$ cat src/rtl/inst_queue.sv
// Fetch-to-decode instruction buffer: a DEPTH-entry FIFO of {pc, inst} pairs.
// Flush drops all buffered entries on a redirect; storage contents are left intact.
module inst_queue #(
  parameter int unsigned DEPTH  = 4,
  parameter int unsigned ADDR_W = 64,
  parameter int unsigned INST_W = 32
) (
  input  logic                     clk,
  input  logic                     rst,
  input  logic                     in_valid,
  input  logic [ADDR_W-1:0]        in_pc,
  input  logic [INST_W-1:0]        in_inst,
  output logic                     in_ready,
  input  logic                     flush,
  output logic                     out_valid,
  output logic [ADDR_W-1:0]        out_pc,
  output logic [INST_W-1:0]        out_inst,
  input  logic                     out_ready,
  output logic [$clog2(DEPTH):0]   count_o
);

  localparam int unsigned PtrW = $clog2(DEPTH);
  localparam logic [PtrW:0] CountFull = (PtrW+1)'(DEPTH);

  logic [ADDR_W-1:0] pc_q   [DEPTH];
  logic [ADDR_W-1:0] pc_d   [DEPTH];
  logic [INST_W-1:0] inst_q [DEPTH];
  logic [INST_W-1:0] inst_d [DEPTH];
  logic [PtrW-1:0]   wr_ptr_q, wr_ptr_d;
  logic [PtrW-1:0]   rd_ptr_q, rd_ptr_d;
  logic [PtrW:0]     count_q, count_d;
  logic              push, pop;

  // Handshakes depend on registered occupancy only; a same-cycle pop never frees a slot.
  assign in_ready  = (count_q != CountFull);
  assign out_valid = (count_q != '0);
  assign out_pc    = pc_q[rd_ptr_q];
  assign out_inst  = inst_q[rd_ptr_q];
  assign count_o   = count_q;

  assign push = in_valid & in_ready;
  assign pop  = out_valid & out_ready;

  always_comb begin
    pc_d     = pc_q;
    inst_d   = inst_q;
    wr_ptr_d = wr_ptr_q;
    rd_ptr_d = rd_ptr_q;
    count_d  = count_q;
    if (flush) begin
      wr_ptr_d = '0;
      rd_ptr_d = '0;
      count_d  = '0;
    end else begin
      if (push) begin
        pc_d[wr_ptr_q]   = in_pc;
        inst_d[wr_ptr_q] = in_inst;
        wr_ptr_d         = wr_ptr_q + PtrW'(1);
      end
      if (pop) begin
        rd_ptr_d = rd_ptr_q + PtrW'(1);
      end
      unique case ({push, pop})
        2'b10:   count_d = count_q + (PtrW+1)'(1);
        2'b01:   count_d = count_q - (PtrW+1)'(1);
        default: count_d = count_q;
      endcase
    end
  end

  always_ff @(posedge clk or negedge rst) begin
    if (!rst) begin
      for (int unsigned i = 0; i < DEPTH; i++) begin
        pc_q[i]   <= '0;
        inst_q[i] <= '0;
      end
      wr_ptr_q <= '0;
      rd_ptr_q <= '0;
      count_q  <= '0;
    end else begin
      pc_q     <= pc_d;
      inst_q   <= inst_d;
      wr_ptr_q <= wr_ptr_d;
      rd_ptr_q <= rd_ptr_d;
      count_q  <= count_d;
    end
  end

endmodule

$ cat config.mk
export PLATFORM = sky130hd
export DESIGN_NAME = inst_queue
export DESIGN_NICKNAME = d
export VERILOG_FILES = /design/src/rtl/inst_queue.sv
export SDC_FILE = /design/constraint.sdc
export NUM_CORES = 1
export LEC_CHECK = 0
export BUFFER_PORTS_ARGS = -buffer_cell sky130_fd_sc_hd__buf_2
export CAP_MARGIN = 20
export CORE_UTILIZATION = 63
export CTS_CLUSTER_SIZE = 20
export DETAILED_ROUTE_END_ITERATION = 8
export PLACE_DENSITY = 0.92
export SYNTH_ARGS = -nofsm -noshare
export SYNTH_HDL_FRONTEND = slang
export SYNTH_SLANG_ARGS = --single-unit
$ cat constraint.sdc
create_clock -name clk -period 4.7 [get_ports clk]
set_input_delay 0.94 -clock clk [delete_from_list [all_inputs] [get_ports clk]]
set_output_delay 0.94 -clock clk [all_outputs]
set_load 0.1 [all_outputs]
-- After elaboration in Yosys (flattened, before gate mapping)
Cells that the tools add are included.
- flip-flop bits (word level): 391
- output and inout port bits: 101
- logic and storage cells: 50
- $add $sub $neg: 4
- magnitude comparators: 3
- equality and inequality tests: 3
- multiplexer cells: 18
- bitwise logic cells: 5
- reduce and logical (&&, ||, !) cells: 6
- operators with widths (kind ; number):
    bitwise mux 256 bit ; 1
    two-way mux 64 bit ; 3
    binary-select mux 64 bit (select 2 bit) ; 1
    bitwise mux 128 bit ; 1
    demux 64 bit (select 2 bit) ; 1
    two-way mux 32 bit ; 3
    binary-select mux 32 bit (select 2 bit) ; 1
    demux 32 bit (select 2 bit) ; 1
    two-way mux 2 bit ; 4
    greater-or-equal comparator 3 bit (second input constant) ; 2
    NOT 2 -> 3 bit ; 2
    one-hot mux 3 bit (2 select lines) ; 1
    nonzero test 3 bit ; 2
    adder 2 x 1 -> 2 bit (second input constant) ; 2
    nonzero test 2 bit ; 2
    adder 3 x 1 -> 3 bit (second input constant) ; 1
    < comparator 3 x 1 -> 1 bit (second input constant) ; 1
    two-way mux 3 bit ; 1
    != test 3 bit (second input constant) ; 1
    subtractor 3 x 1 -> 3 bit (second input constant) ; 1
    bitwise AND 1 bit ; 2
    == test 2 x 1 -> 1 bit (second input constant) ; 1
    == test 2 bit (second input constant) ; 1
    AND reduction 2 bit ; 1
    other kinds (2) ; 2

-- Longest topological paths before layout
- depth in word-level cells: 6
- depth in mapped cells: 7

-- Worst setup path after synthesis
Ideal clock, no wire load.
- kind: reg2reg
- start: register count_q[0] (netlist: count_o[0])
- end: register count_q[1] (netlist: count_o[1])
- setup time: 87 ps
- data arrival time: 2904 ps
- required time: 4613 ps
- setup slack: 1709 ps
- stages on the path, launching flop included: 6
- clock period less this slack: 2991 ps
- path through: dfrtp_1 or3_1 and3_1 fa_1 a41oi_1 nor3_1
- longest elaborated chain between the ends: 5
- ends and longest elaborated chain (element ; RTL line ; source):
    from (decl) ; 31 ; logic [PtrW:0] count_q, count_d;
    from (signal assigned) ; 85 ; count_q <= count_d;
    nonzero test 3 bit * ; 36 ; assign out_valid = (count_q != '0);
    net out_valid ; 15 ; output logic out_valid,
    bitwise AND 1 bit * ; 42 ; assign pop = out_valid & out_ready;
    == test 2 x 1 -> 1 bit or == test 2 bit (tied branches) ; 63 ; unique case ({push, pop})
    one-hot mux 3 bit (2 select lines) ; 63 ;
    two-way mux 3 bit ; 50 ; if (flush) begin
Mark *: on every way through the listed nets, which the timed path passes. The rest lies on a longest branch.
A chain may end at the register's enable or synchronous reset.

-- Final worst setup path
- start: register rd_ptr_q[1]
- end: output port out_pc[63]
- longest elaborated chain between the ends: 4
- ends and longest elaborated chain (element ; RTL line ; source):
    from (decl) ; 30 ; logic [PtrW-1:0] rd_ptr_q, rd_ptr_d;
    from (signal assigned) ; 84 ; rd_ptr_q <= rd_ptr_d;
    NOT 2 -> 3 bit (implied by the code) ; 37 ; assign out_pc = pc_q[rd_ptr_q];
    binary-select mux 64 bit (select 2 bit) ; 37 ;
    two-way mux 64 bit (implied by the code) (2 in series) ; 37 ;
    to (decl) ; 16 ; output logic [ADDR_W-1:0] out_pc,
No other way between the ends. The select of a mux whose other input is x is not followed.

==> impl_results.md <==
* Largest net degree at the start of global routing at 116
* Top-area cell type share of the netlist area at 54.6%
* Fin area at 20200 um2
* Leading area contributor after synthesis: dfrtp_1
* Vias at 9528
* Worst VDD drop at 0.514 mV
* Cts repair resizes at 0
* Dpl cell area at 18900 um2
* Max-slew violation count at 0
* Routability cong. at 0.729
* GRT overflow at 0
* Syn nets at 1096
* Layout cells sized above 1 at 62.9%
* First-pass GRT wire length at 57.4 mm
* CTS tree: yes
* First-pass DRT Iterations at 4
* Hpwl dp at 20.4 mm
* Synth area leaders: dfrtp_1 55%, mux2_2 14%, mux2_4 13%, mux4_2 12%, buf_12 2.2%
* Die Span X at 171 um
* Worst Tran Pin Value at 1.02 ns
* Worst setup margin at 1.13 ns
* Clock Sinks at 391
* Final setup fails at 0
* GRT Total Usage at 25.3%
* Tmin final at 3.57 ns
* P&R area growth vs syn at 12.5%
* Die height at 171 um
* EDFF count, synth at 0
* Initial antenna violation count at 5
* I/O Buffers at 201
* Worst endpoint required time at 3.76 ns
* Detailed Route Iter0 Violations at 573
* CORE AREA at 27900 um2
* Rows at 61
* Reg clk slew, reported paths at 0.06 ns
* Syn. warnings at 0
* Io pins at 202
* CTS H-tree lvls at 2
* Number of global-route vias before repair at 10500
* # DRC at 0
* Most frequent cells in the layout: 389 x dfrtp_1, 224 x mux2_2, 200 x buf_2
* Syn Inst Count at 990
* Syn avg cell area at 18.1 um2
* Final Skew at 0.0130 ns
* Rel. slew slack at 32.1%
* Setup Fix Bufs, Post-CTS at 0
* R2r setup slk at 1.83 ns
* Hold slack at 0.471 ns
* Total power at 14600 uW
* Crit-path max FO at 54
* Setup Total Neg Slack at 0 ns
* Dpl ws at 1.48 ns
* Final period utilization at 75.9%
* Worst-case clock buffer depth at 3
* Worst Setup Start Kind: flip-flop
* Worst R2R End: pc_q[247]$_DFFE_PN0P_
* Power per cell area at 725 nW/um2
* Async SR Flop Fraction at 100%
* Clk Tree Root Cell: clkbuf_16
* Post-CTS Hold Buffers at 0
* Run status: completed
* Final Hold Viols at 0
* Routed Antenna Nets at 0
* CTS Buf Count at 41
* DR WL/cell at 22.4 um
* RSZ-0062 raised after global routing: false
* Die area at 29100 um2
* Most common cell after layout, fill and taps aside: dfrtp_1
* RR Startpoint: count_o[2]$_DFFE_PN0P_
* Via density at 6.02
* Starting density of the core at 64.4%
* Synth Register Bits at 391
* Area of the mapped netlist at 17900 um2
* Fmax at 280 MHz
* Final WL at 35.5 mm
* Crit Path Category: reg -> out
* Register area share after synthesis at 54.6%
* Fin nets at 1281
* Primary FF master, synth: dfrtp_1
* Worst path arrival time at 2.63 ns
* Critical path capture point type: output port
* Pleak at 0.00962 uW
* Worst-Skew Late Latency at 0.52 ns
* Distinct cells, synth at 34
* Hold Crit Class: in -> async
* # Max-Cap Violations at 0
* Reg2reg path depth at 4
-- worst max-delay path, stage by stage (launching register included) --
cell and delay (ns):
dfrtp_4 0.92, buf_12 0.38, mux4_2 0.30, buf_2 0.43
-- kinds of logic after synthesis --
logic type	synth area share (%)
muxes	39.5
DFF	54.6
buffers and inverters	3.75
and+or+nand+nor	1.24
AOI/OAI and AO/OA	0.356
adders and majority gates	0.391
xor gates and xnor gates	0.195
-- synth_stat cells (all sizes together), types with 2 or more instances --
cell type    n
dfrtp      391
nand2       10
a21oi        2
o21ai        3
buf         55
nand3        5
xor2         2
xnor2        2
or3          2
clkbuf      11
inv          2
mux2       384
ha           4
nor2         8
or3b         2
mux4        96
-- where the power goes --
part           switching [uW]  internal [uW]  leakage, uW  total (uW)
Combinational            3960           2180      0.00410        6140
Sequential                724           4620      0.00489        5350
Clock                    1310           1830     0.000624        3140
Total                    5990           8640      0.00962       14600
-- state kept, by name, summed over array words and instances, names as in the netlist --
name and count:
pc_q 256, inst_q 128, count_o 3, rd_ptr_q 2, wr_ptr_q 2
-- stage by stage --
step	util, %	std cells
after floorplan	-	990
after global placement	67.8	1510
after detailed placement	67.8	1510
after CTS	72.4	1580
after global routing	72.4	1580
final	72.4	1582
-- how the worst max path moves through the flow --
stage | startpoint | end | depth (start not counted)
after detailed placement | in_valid | pc_q[247]$_DFFE_PN0P_ | 4
after CTS | rd_ptr_q[1]$_DFFE_PN0P_ | out_pc[24] | 3
after floorplan | count_o[0]$_DFFE_PN0P_ | count_o[1]$_DFFE_PN0P_ | 5
after global placement | in_valid | pc_q[116]$_DFFE_PN0P_ | 4
final | rd_ptr_q[1]$_DFFE_PN0P_ | out_pc[63] | 3
after global routing | rd_ptr_q[1]$_DFFE_PN0P_ | out_pc[43] | 3
-- metal layers --
layer	global-route usage, %	up-vias	routed length, um
met5	0	-	42
met4	7.13	6	700
met3	5.62	75	2030
met2	41.1	226	17300
met1	34.6	5158	15300
li1	-	4063	-
-- cell type report --
class | count | area [um2]
Antenna cell | 2 | 5.00
Clock buffer | 55 | 1120
Clock inverter | 15 | 165
Fill cell | 1663 | 7690
Inverter | 2 | 7.51
Multi-Input combinational cell | 531 | 7480
Sequential cell | 391 | 9790
Tap cell | 378 | 473
Timing Repair Buffer | 208 | 1130
Power figures use the tool's default switching activity.
